### src/rtl/fc_argmax_stream.sv
// Streaming argmax for the FC output stage: one score per beat, reports the
// winning index, the runner-up index and the winning score, held until acknowledged.
module fc_argmax_stream #(
    parameter int DATA_WIDTH  = 16,
    parameter int NUM_CLASSES = 10,
    parameter int SIGNED      = 1,
    localparam int IDX_W      = (NUM_CLASSES > 1) ? $clog2(NUM_CLASSES) : 1
) (
    input  logic                  clk,
    input  logic                  reset,
    input  logic                  enable,
    input  logic                  in_valid,
    input  logic [DATA_WIDTH-1:0] in_data,
    output logic                  in_ready,
    output logic                  done,
    input  logic                  out_ready,
    output logic [IDX_W-1:0]      result,
    output logic [IDX_W-1:0]      second_result,
    output logic [DATA_WIDTH-1:0] max_value
);

    typedef enum logic [1:0] {
        S_IDLE,
        S_SCAN,
        S_DONE
    } state_t;

    localparam logic [IDX_W-1:0] LAST_IDX = IDX_W'(NUM_CLASSES - 1);

    state_t state, state_nxt;

    logic [IDX_W-1:0]      cnt;
    logic [DATA_WIDTH-1:0] best, second;
    logic [IDX_W-1:0]      best_idx, second_idx;
    logic                  second_valid;

    logic [DATA_WIDTH-1:0] best_nxt, second_nxt;
    logic [IDX_W-1:0]      best_idx_nxt, second_idx_nxt;
    logic                  second_valid_nxt;

    logic accept;
    logic last_beat;

    // Strict greater-than; equal scores never displace an earlier index.
    function automatic logic gt(input logic [DATA_WIDTH-1:0] a,
                                input logic [DATA_WIDTH-1:0] b);
        if (SIGNED != 0)
            return $signed(a) > $signed(b);
        else
            return a > b;
    endfunction

    assign in_ready  = (state == S_SCAN);
    assign done      = (state == S_DONE);
    assign accept    = in_valid && in_ready;
    assign last_beat = (cnt == LAST_IDX);

    always_comb begin
        state_nxt = state;
        case (state)
            S_IDLE: if (enable) state_nxt = S_SCAN;
            S_SCAN: if (accept && last_beat) state_nxt = S_DONE;
            S_DONE: if (out_ready) state_nxt = enable ? S_SCAN : S_IDLE;
            default: state_nxt = S_IDLE;
        endcase
    end

    always_comb begin
        best_nxt         = best;
        best_idx_nxt     = best_idx;
        second_nxt       = second;
        second_idx_nxt   = second_idx;
        second_valid_nxt = second_valid;
        if (cnt == '0) begin
            best_nxt         = in_data;
            best_idx_nxt     = '0;
            second_idx_nxt   = '0;
            second_valid_nxt = 1'b0;
        end else if (gt(in_data, best)) begin
            second_nxt       = best;
            second_idx_nxt   = best_idx;
            second_valid_nxt = 1'b1;
            best_nxt         = in_data;
            best_idx_nxt     = cnt;
        end else if (!second_valid || gt(in_data, second)) begin
            second_nxt       = in_data;
            second_idx_nxt   = cnt;
            second_valid_nxt = 1'b1;
        end
    end

    always_ff @(posedge clk) begin
        if (reset) begin
            state         <= S_IDLE;
            cnt           <= '0;
            best          <= '0;
            best_idx      <= '0;
            second        <= '0;
            second_idx    <= '0;
            second_valid  <= 1'b0;
            result        <= '0;
            second_result <= '0;
            max_value     <= '0;
        end else begin
            state <= state_nxt;

            // Count is cleared outside SCAN and saturates on the final beat.
            if (state != S_SCAN)
                cnt <= '0;
            else if (accept && !last_beat)
                cnt <= cnt + IDX_W'(1);

            if (accept) begin
                best         <= best_nxt;
                best_idx     <= best_idx_nxt;
                second       <= second_nxt;
                second_idx   <= second_idx_nxt;
                second_valid <= second_valid_nxt;
                if (last_beat) begin
                    result        <= best_idx_nxt;
                    second_result <= second_idx_nxt;
                    max_value     <= best_nxt;
                end
            end
        end
    end

endmodule

### config.mk
export PLATFORM = sky130hd
export DESIGN_NAME = fc_argmax_stream
export DESIGN_NICKNAME = d
export VERILOG_FILES = /design/src/rtl/fc_argmax_stream.sv
export SDC_FILE = /design/constraint.sdc
export NUM_CORES = 1
export LEC_CHECK = 0
export CAP_MARGIN = 20
export CORE_MARGIN = 4
export CORE_UTILIZATION = 30
export DETAILED_ROUTE_END_ITERATION = 10
export PLACE_DENSITY = 0.52
export SYNTH_ARGS = -nofsm -noshare
export SYNTH_HDL_FRONTEND = slang
export SYNTH_SLANG_ARGS = --single-unit
### constraint.sdc
create_clock -name clk -period 7.4 [get_ports clk]
set_input_delay 0.74 -clock clk [delete_from_list [all_inputs] [get_ports clk]]
set_output_delay 0.74 -clock clk [all_outputs]
set_load 0.1 [all_outputs]
Yosys cells after proc, flatten, opt, wreduce, memory -nomap -nowiden

Cells that the tools add are included.

Magnitude comparators: 2
Muxes and demuxes: 20
Reduce and logical (&&, ||, !) cells: 15
$add $sub $neg: 1
Eq/ne operators: 7
Bitwise logic cells: 1

Operators by type and width:

| operator                                              | number |
|---|---|
| 2-to-1 mux 16 bit                                     | 4 |
| greater-than comparator 16 bit                        | 2 |
| 2-to-1 mux 4 bit                                      | 5 |
| 2-to-1 mux 1 bit                                      | 7 |
| 2-to-1 mux 2 bit                                      | 3 |
| inequality test 2 x 1 -> 1 bit, second input constant | 3 |
| case mux 2 bit (3 select lines)                       | 1 |
| AND reduction 3 bit                                   | 2 |
| adder 4 x 1 -> 4 bit, second input constant           | 1 |
| equality test 4 bit, second input constant            | 1 |
| zero test 4 bit                                       | 1 |
| AND reduction 2 bit                                   | 2 |
| logical AND 1 bit                                     | 3 |
| nonzero test 3 bit                                    | 1 |
| equality test 2 x 1 -> 1 bit, second input constant   | 1 |
| equality test 2 bit, second input constant            | 1 |
| zero test 1 bit                                       | 2 |
| zero test 2 bit                                       | 1 |
| inequality test 2 bit, second input constant          | 1 |
| nonzero test 2 bit                                    | 1 |
| OR reduction 2 bit                                    | 1 |
| logical OR 1 bit                                      | 1 |
| NOT 1 bit                                             | 1 |

Word-level logic and storage cells: 56
Output and inout port bits: 26
Bits of input ports: 21
Flip-flop bits (word level): 71

Depth between registers and ports, before layout

Depth after elaboration: 8
Depth in mapped cells: 11
Mapped depth without buffers: 9

Worst setup path before layout

No wires, ideal clock.

Kind: reg-to-reg
From: reg state[0]
To: reg second[10]
Arrival: 3,309 ps
Data required time: 7,312 ps
Clock period less this slack: 3,397 ps
Setup slack: 4,003 ps
Cell stages (with the launch flop): 7
Cells stage by stage: dfxtp_1 nor2b_1 nand2_1 nor2_1 clkbuf_1 a21oi_1 a311oi_2

Cells in the longest elaborated chain, start to end: 3

Ends and longest elaborated chain:

| item                                 | line | source |
|---|---|---|
| start, declared                      | 30   | `state_t state, state_nxt;` |
| start signal, assigned               | 105  | `state <= state_nxt;` |
| equality test 2 x 1 -> 1 bit         | 53   | `assign in_ready = (state == S_SCAN);` |
| named net in_ready                   | 14   | `output logic in_ready,` |
| logical AND 1 bit                    | 55   | `assign accept = in_valid && in_ready;` |
| AND reduction 3 bit (no source line) | --   |  |
| end signal, assigned                 | 116  | `second <= second_nxt;` |
| end, declared                        | 33   | `logic [DATA_WIDTH-1:0] best, second;` |

The timed path passes the listed nets, and every way through them passes these cells.
A chain may end at the register's enable or synchronous reset.

Final worst setup path

From: in in_data[14]
To: reg second[9]

Cells in the longest elaborated chain, start to end: 6

Ends and longest elaborated chain:

| item                                 | line | source |
|---|---|---|
| start, declared                      | 13   | `input logic [DATA_WIDTH-1:0] in_data,` |
| greater-than comparator 16 bit       | 48   | `return $signed(a) > $signed(b);` |
| 2-to-1 mux 1 bit                     | 79   | `end else if (gt(in_data, best)) begin` |
| 2-to-1 mux 1 bit                     | 74   | `if (cnt == '0) begin` |
| logical OR 1 bit                     | 85   | `end else if (!second_valid \|\| gt(in_data, second)) begin` |
| nonzero test 2 bit (no source line)  | --   |  |
| AND reduction 3 bit (no source line) | --   |  |

Parallel ways exist; a longest one is shown, timed or not. The select of a mux whose other input is x is not followed.

==> summary.md <==
| Metric | Value |
|---|---|
| Register area share after synthesis | 34.8% |
| CTS Sinks | 71 |
| Die area | 15500 sq um |
| Asr flop ratio synth | 0% |
| CP arrival | 3.96 ns |
| Die Wd | 125 um |
| Post-route antenna net violation count | 0 |
| Crit start category | input port |
| Cells after DPL | 663 |
| Fin. Hold Viols | 0 |
| Diode count | 0 |
| First-pass GRT wire length | 18000 um |
| Core area | 13300 sq um |
| Cell Area, Placed | 4660 sq um |
| Mapped Area | 4080 sq um |
| Slew Limit Fails | 0 |
| Htree depth | 3 |
| RSZ-0062 raised after global routing | false |
| Via/cell ratio | 5.16 |
| Number of synthesized flops with an enable pin | 0 |
| CTS tree | done |
| Maximum number of pins on one net before global-route repair | 88 |
| Cell Rows | 42 |
| Slew at the pin closest to its max-slew limit | 0.983 ns |
| Syn_area_per_cell | 8.76 sq um |
| Post-CTS setup buffer count | 0 |
| Status | finished, final reports clean |
| Drt total wl | 10800 um |
| # setup viols final | 0 |
| Fin nets | 555 |
| Fillers | 1375 |
| Detailed Route Iter0 Violations | 167 |
| Fin Setup TNS | 0 ns |
| Layout Area Growth over Synthesis | 22.6% |
| Fmax achieved | 269 MHz |
| Top cells by area, synth | dfxtp_1, ha_1, a21oi_1, nand2_1, mux2i_1 |
| Syn_nets | 522 |
| Worst hold path class | reg -> reg |
| Post-CTS resize count | 0 |
| Starting Density | 30.7% |
| PwrDens | 195 nW/um^2 |
| Post-detail-place hpwl | 7300 um |
| Flops & latches, synth | 71 |
| First drt pass iteration count | 4 |
| Vias in the first global route | 3468 |
| CP endpoint kind | register |
| Max Root-Sink Buffers | 2 |
| Final non-filler cell total | 680 |
| Slew headroom | 34.3% |
| Fin crit share | 50.3% |
| Via count | 3510 |
| I/O pins | 47 |
| Cts hold-fix bufs | 0 |
| Wirelength per Cell | 15.9 um |
| Synth unique cells | 49 |
| Multi-input logic area | 2360 sq um |
| Leak | 0.00161 uW |
| GPL Wtd Cong | 0.774 |
| Initial antenna violation count | 0 |
| Chip height | 125 um |
| Worst Setup Path Type | in -> reg |
| Top FF cell, synth | dfxtp_1 |
| Total global routing overflow | 0 |
| Worst EP required | 7.64 ns |
| Top-area cell type share of the netlist area | 34.8% |
| Synth Instances | 466 |
| Sequential Area | 1420 sq um |
| Peak supply drop | 117 uV |
| I/O Buffers | 46 |
| Clk_lat worst skew | 0.33 ns |
| Drt drc | 0 |
| Layout cells sized above 1 | 9.13% |
| Gr usage total | 14.2% |
| Number of synthesis warnings | 0 |
| Worst-path fanout max | 16 |
| Tmin final | 3.72 ns |
| Setup Skew | 0.00520 ns |
| Most common cell in the netlist | dfxtp_1 |
| Synth top cells by count | dfxtp_1, nand2_1, a21oi_1 |
| Root Buffer | clkbuf_16 |
| Finished Cell Area | 5010 sq um |
| Num CTS Buffers | 9 |
| Worst-path clk slew | 0.06 ns |
| Max-cap check violation count | 0 |
| Synth area leader | dfxtp_1 |
[final timing paths]
path / from / to / slack (ns) / depth (start not counted)
hold reg to reg: result[2] / result[2] / 0.46 / 2
hold / removal: result[2] / result[2] / 0.46 / 2
setup reg to reg: best[15] / second[9] / 4.25 / 10
setup / recovery: in_data[14] / second[9] / 3.68 / 10
[through the flow]
step / util [%] / hold slack (ns) / power (uW) / worst slack, ns
final: 37.7 / 0.463 / 977 / 3.68
after global routing: 37.7 / 0.477 / 1020 / 3.44
after CTS: 37.5 / 0.466 / 990 / 3.14
after detailed placement: 35.1 / 0.451 / 511 / 2.84
after global placement: 34.9 / 0.459 / 506 / 2.95
after floorplan: - / 0.472 / 469 / 4.00
[critical path, stage by stage]
cell             delay (ns)
clkdlybuf4s50_1        0.53
ha_1                   0.36
nand4_1                0.19
nor4_2                 0.37
a21bo_1                0.27
a31o_2                 0.29
nand3_1                0.46
buf_4                  0.36
nand2_1                0.10
a311oi_2               0.25
[flip-flops by register name, indices dropped and copies added (netlist names)]
register and flops:
second 16, state 2, cnt 4, max_value 16, second_valid 1, result 4
second_idx 4, best 16, second_result 4, best_idx 4
[metal layers]
| metal | vias to the layer above | track usage (%) | wire length, um |
|---|---|---|---|
| met1 | 1680 | 17.4 | 5040 |
| met2 | 53 | 24.7 | 5230 |
| met3 | 12 | 3.47 | 397 |
| met4 | 0 | 3.93 | 174 |
| met5 | - | 0 | 0 |
| li1 | 1765 | - | - |
[power by group]
| group | switching [uW] | internal, uW | leakage (uW) |
|---|---|---|---|
| Clock | 162 | 313 | 0.000160 |
| Combinational | 69.6 | 41.5 | 0.000874 |
| Sequential | 3.77 | 387 | 0.000573 |
| Total | 235 | 742 | 0.00161 |
[layout make-up]
cell class | count | share of cell area (%)
multi-input cells | 328 | 47.2
clock buffers | 13 | 5.20
well taps | 176 | 4.40
inverters | 36 | 2.70
repair buffers | 53 | 10.8
flip-flops and latches | 71 | 28.4
clock inverters | 3 | 1.30
[logic make-up after synthesis]
logic type | after synthesis | synth area share (%)
AOI/OAI and AO/OA | 117 | 21.9
DFF | 71 | 34.8
adders and majority gates | 35 | 10.7
and+or+nand+nor | 153 | 19.5
buffers and inverters | 67 | 7.35
xor gates and xnor gates | 2 | 0.429
muxes | 21 | 5.27
[layout by cell type (no fill, tap or decap), types with 3 or more instances in the layout]
master            n
nand3b_1          4
o21ai_0           5
a32oi_1           4
mux2_2            4
clkbuf_16         9
nand2_1          48
clkdlybuf4s50_1  45
a311oi_1          9
a211oi_1         17
nor2b_1           4
a21oi_1          40
dfxtp_1          71
nand2b_1          6
o31ai_1          19
nand4_1          11
a311oi_2         10
or3_1             4
nor2_1           38
inv_1            36
mux2i_1          17
or4b_1           13
buf_4             5
ha_1             35
a21o_1            3
nand3_1           9
Note: power is estimated with default switching activity, not from simulation.
